<file path="src/rtl/seg_display.sv">
// Four-digit seven-segment display controller on the peripheral bus.
// Ports: clk/rst, bus A/WD/WE/sel -> RD, pins hex/hex_dot/hex_sel.
module seg_display #(
    parameter int REFRESH_DIV = 50000,
    parameter bit ACTIVE_LOW  = 1'b1
) (
    input  logic        clk,
    input  logic        rst,
    input  logic [4:0]  A,
    input  logic [31:0] WD,
    input  logic        WE,
    input  logic        sel,
    output logic [31:0] RD,
    output logic [6:0]  hex,
    output logic        hex_dot,
    output logic [3:0]  hex_sel
);

    localparam int CW = (REFRESH_DIV > 2) ? $clog2(REFRESH_DIV) : 1;
    localparam logic [CW-1:0] CNT_LAST = CW'(REFRESH_DIV - 1);

    logic [CW-1:0] cnt_q;
    logic [1:0]    dig_q;
    logic [15:0]   value_q;
    logic [8:0]    ctrl_q;
    logic [27:0]   raw_q;

    logic          wr_en;
    logic          wrap;
    logic [3:0]    nib;
    logic [6:0]    raw_seg;
    logic [6:0]    glyph;
    logic [6:0]    seg_n;
    logic          dot_n;
    logic [3:0]    an_n;

    // Address/data bits the register map never looks at.
    logic unused_bus;
    assign unused_bus = ^{A[4], A[1:0], WD[31:28]};

    assign wr_en = sel & WE;
    assign wrap  = (cnt_q == CNT_LAST);

    // Active-high glyph for one hex nibble, segments {g,f,e,d,c,b,a}.
    function automatic logic [6:0] hex_glyph(input logic [3:0] n);
        logic [6:0] g;
        case (n)
            4'h0:    g = 7'h3F;
            4'h1:    g = 7'h06;
            4'h2:    g = 7'h5B;
            4'h3:    g = 7'h4F;
            4'h4:    g = 7'h66;
            4'h5:    g = 7'h6D;
            4'h6:    g = 7'h7D;
            4'h7:    g = 7'h07;
            4'h8:    g = 7'h7F;
            4'h9:    g = 7'h6F;
            4'hA:    g = 7'h77;
            4'hB:    g = 7'h7C;
            4'hC:    g = 7'h39;
            4'hD:    g = 7'h5E;
            4'hE:    g = 7'h79;
            default: g = 7'h71;
        endcase
        return g;
    endfunction

    always_comb begin
        nib     = value_q[3:0];
        raw_seg = raw_q[6:0];
        case (dig_q)
            2'd1: begin
                nib     = value_q[7:4];
                raw_seg = raw_q[13:7];
            end
            2'd2: begin
                nib     = value_q[11:8];
                raw_seg = raw_q[20:14];
            end
            2'd3: begin
                nib     = value_q[15:12];
                raw_seg = raw_q[27:21];
            end
            default: ;
        endcase
    end

    assign glyph = ctrl_q[8] ? raw_seg : hex_glyph(nib);

    // Logical (active-high) pin values for the digit being scanned.
    always_comb begin
        seg_n = 7'h00;
        dot_n = 1'b0;
        an_n  = 4'h0;
        if (ctrl_q[dig_q]) begin
            seg_n = glyph;
            dot_n = ctrl_q[3'd4 + {1'b0, dig_q}];
            an_n  = 4'b0001 << dig_q;
        end
    end

    always_ff @(posedge clk) begin
        if (rst) begin
            cnt_q   <= '0;
            dig_q   <= 2'd0;
            value_q <= 16'h0000;
            ctrl_q  <= 9'h00F;
            raw_q   <= 28'h0;
        end else begin
            cnt_q <= wrap ? '0 : cnt_q + 1'b1;
            if (wrap) dig_q <= dig_q + 2'd1;
            if (wr_en) begin
                case (A[3:2])
                    2'd0:    value_q <= WD[15:0];
                    2'd1:    ctrl_q  <= WD[8:0];
                    2'd2:    raw_q   <= WD[27:0];
                    default: ;
                endcase
            end
        end
    end

    // Polarity is folded in ahead of the pin registers.
    always_ff @(posedge clk) begin
        if (rst) begin
            hex     <= {7{ACTIVE_LOW}};
            hex_dot <= ACTIVE_LOW;
            hex_sel <= {4{ACTIVE_LOW}};
        end else begin
            hex     <= seg_n ^ {7{ACTIVE_LOW}};
            hex_dot <= dot_n ^ ACTIVE_LOW;
            hex_sel <= an_n ^ {4{ACTIVE_LOW}};
        end
    end

    always_comb begin
        RD = 32'h0;
        if (sel) begin
            case (A[3:2])
                2'd0:    RD = {16'h0, value_q};
                2'd1:    RD = {23'h0, ctrl_q};
                2'd2:    RD = {4'h0, raw_q};
                default: RD = {30'h0, dig_q};
            endcase
        end
    end

endmodule

</file>
<file path="config.mk">
export PLATFORM = sky130hd
export DESIGN_NAME = seg_display
export DESIGN_NICKNAME = d
export VERILOG_FILES = /design/src/rtl/seg_display.sv
export SDC_FILE = /design/constraint.sdc
export NUM_CORES = 1
export LEC_CHECK = 0
export CORE_MARGIN = 3
export CORE_UTILIZATION = 30
export DETAILED_ROUTE_END_ITERATION = 12
export MAX_ROUTING_LAYER = met4
export PLACE_DENSITY_LB_ADDON = 0.08
export SETUP_SLACK_MARGIN = 0.2
export SLEW_MARGIN = 20
export SYNTH_ARGS = -nofsm -noshare
export SYNTH_HDL_FRONTEND = slang
export SYNTH_SLANG_ARGS = --single-unit
</file>
<file path="constraint.sdc">
create_clock -name clk -period 6.1 [get_ports clk]
set_input_delay 1.22 -clock clk [delete_from_list [all_inputs] [get_ports clk]]
set_output_delay 1.22 -clock clk [all_outputs]
set_load 0.02 [all_outputs]
</file>
==> flow_summary.json <==
{
  "peakVddDrop_uv": 171.6,
  "cts_inserted_buffers": 9,
  "post_cts_buffers": 0,
  "overflow": 0,
  "yosys_warnings": 0,
  "worst_ep_arrival_time_ns": 3.77,
  "mostFrequentLayoutCells": "nand2_1, dfxtp_1, clkdlybuf4s50_1",
  "rsz0062_at_grt": "false",
  "ys_ff_latch": 83,
  "yosys.area.top_type": "dfxtp_1",
  "power.density_nw_per_um2": 230.7,
  "fin_crit_ns": 4.988,
  "vias_per_cell": 4.881,
  "period_share_pct": 81.78,
  "setup_viol": 0,
  "hold_viol": 0,
  "track_usage_pct": 17.16,
  "core_region_area_um2": 13300,
  "yosysUniqueCellTypes": 47,
  "rrSetupSlack_ns": 2.86,
  "io_buffers": 73,
  "critPathCaptureType": "output port",
  "synth.avg_cell_area_um2": 8.029,
  "max_stage_delay_ns": 0.82,
  "worst-setup-path-type": "in -> out",
  "cts.root.buffer_cell": "clkbuf_16",
  "cp_slowest_cell": "clkdlybuf4s50_1",
  "grt_antenna_before_repair": 0,
  "clock_latency_ns": 0.34,
  "r2r-start": "dig_q[0]",
  "startpoint_type": "input pin",
  "clk_path_buf_depth": 2,
  "vias": 3651,
  "syn_area_um2": 4103,
  "leakage_uw": 0.001812,
  "synth_edf_count": 0,
  "place.gp.congestion": 0.8184,
  "synth_area_leaders": "dfxtp_1, nand2_1, a21oi_1, mux2i_1, ha_1",
  "fin_skew_ns": 0.007899,
  "crit_chain": "clkdlybuf4s50_1 -> nand2b_1 -> nor2_1 -> and2_1 -> clkdlybuf4s50_1",
  "wire_per_inst_um": 16.32,
  "cp_data_required_time_ns": 4.88,
  "drt-total-wl_um": 12210,
  "whs_path_depth": 1,
  "start_util_pct": 30.86,
  "area_growth_pct": 27.36,
  "reg2reg_depth": 9,
  "die_h_um": 122.9,
  "final_common_cell": "nand2_1",
  "worstReg2RegEnd": "hex[3]",
  "worst-path-max-fanout": 13,
  "max_freq_mhz": 200.5,
  "status": "completed",
  "grt_pass1_wl_um": 19200,
  "insertedDiodeCount": 0,
  "holdPathEnd": "cnt_q[0]",
  "cp_common_cell": "clkdlybuf4s50_1",
  "hp-class": "reg -> reg",
  "dp_hpwl_um": 8718,
  "rows": 42,
  "hold_buffers": 0,
  "cts_resized": 0,
  "slew_viol_final": 0,
  "dr.pass1.iters": 6,
  "grt_max_degree": 59,
  "relSlewSlack_pct": 31.33,
  "synthArstFlopShare_pct": 0,
  "num_io_pins": 85,
  "die-width_um": 122.9,
  "die_area_um2": 15110,
  "min_from": "cnt_q[0]",
  "worstMarginPinSlew_ns": 1.025,
  "syn_inst": 511,
  "crit_start": "sel",
  "ys.flop_type": "dfxtp_1",
  "cts_max_level": 3,
  "antenna_left": 0,
  "drt_iter0_drc": 286,
  "drv_cap": 0,
  "cts_tree": "built",
  "totalPowerFinal_uw": 1205,
  "clock-sinks": 83,
  "drc": 0,
  "nNetsFinal": 623,
  "drive_gt1_share_pct": 5.420,
  "fin_setup_tns_ns": 0,
  "grt_pass1_vias": 3575,
  "yosysTopAreaCellShare_pct": 40.50,
  "yosysSeqAreaShare_pct": 40.50,
  "clkTransAtPathRegs_ns": 0.06
}
-- power breakdown --
group / internal (µW) / switching, µW / total, µW
clock: 322 / 206 / 528
combinational: 50.1 / 60.5 / 111
sequential: 556 / 9.85 / 566
total: 928 / 277 / 1210
-- Yosys cell counts (2+ instances only) --
| master | instances |
|---|---|
| a222oi_1 | 10 |
| buf_2 | 6 |
| ha_1 | 13 |
| a2111oi_0 | 3 |
| a31oi_1 | 2 |
| nor2b_1 | 5 |
| mux2i_1 | 18 |
| and3_1 | 5 |
| buf_4 | 4 |
| o21ai_0 | 16 |
| o311ai_0 | 2 |
| dfxtp_1 | 83 |
| nand4_1 | 5 |
| nand3b_1 | 4 |
| a211o_1 | 3 |
| nand3_1 | 6 |
| a21oi_1 | 56 |
| inv_1 | 10 |
| nor2_1 | 37 |
| nand2b_1 | 4 |
| and2_1 | 22 |
| xor2_1 | 8 |
| xnor2_1 | 7 |
| mux4_2 | 4 |
| nor3_1 | 2 |
| clkbuf_1 | 22 |
| nor4_1 | 2 |
| nand2_1 | 133 |
-- sequential cells by signal, indices dropped and copies added (netlist names) --
name,flops
hex_dot,1
raw_q,28
cnt_q,16
ctrl_q,9
dig_q,2
hex_sel,4
hex,7
value_q,16
-- cell type report --
| class | instances | area (µm²) |
|---|---|---|
| Sequential cell | 83 | 1662 |
| Clock buffer | 11 | 242.7 |
| Inverter | 11 | 41.29 |
| Timing Repair Buffer | 78 | 763.2 |
| Multi-Input combinational cell | 386 | 2256 |
| Clock inverter | 3 | 40.04 |
| Tap cell | 176 | 220.2 |
| Fill cell | 1371 | 8070 |
-- worst max path at each step --
stage	endpoint	slack [ns]	cells after the start
2_1_floorplan	RD[6]	2.67	5
3_3_place_gp	RD[21]	1.12	5
3_5_place_dp	RD[22]	1.09	5
4_1_cts	RD[22]	1.09	5
5_1_grt	RD[25]	0.92	5
6_report	RD[22]	1.11	5
-- metrics by stage --
stage               worst slack, ns  utilization [%]  cells  instance area (µm²)  hold slack [ns]
global route                 0.9210            39.30    748                 5225           0.4923
floorplan                     2.675                -    514                 4114           0.4260
finish                        1.112            39.30    748                 5225           0.4593
CTS                           1.086            39.28    748                 5223           0.4643
detailed placement            1.088            37.15    734                 4940           0.4505
global placement              1.118            37.15    734                 4940           0.4385
-- worst max-delay path, delay by kind of cell --
| kind | cells | cell delay, ns |
|---|---|---|
| buffers and inverters | 2 | 1.43 |
| AND/OR/NAND/NOR | 3 | 1.11 |
-- routing by layer --
metal / global-route usage, % / wire, µm
met2: 27.47 / 5723
met3: 3.614 / 504
met5: - / 0
met1: 22.02 / 5833
met4: 4.829 / 148
-- cells by family after synthesis --
logic type,Yosys count,share of synthesized area (%)
and+or+nand+nor,235,26.26
AOI/OAI and AO/OA,96,14.00
DFF,83,40.50
buffers and inverters,45,5.123
muxes,23,6.862
xor gates and xnor gates,15,3.202
adders and majority gates,13,3.965
other,1,0.09140
No activity file was read; power rests on OpenSTA's default activity.
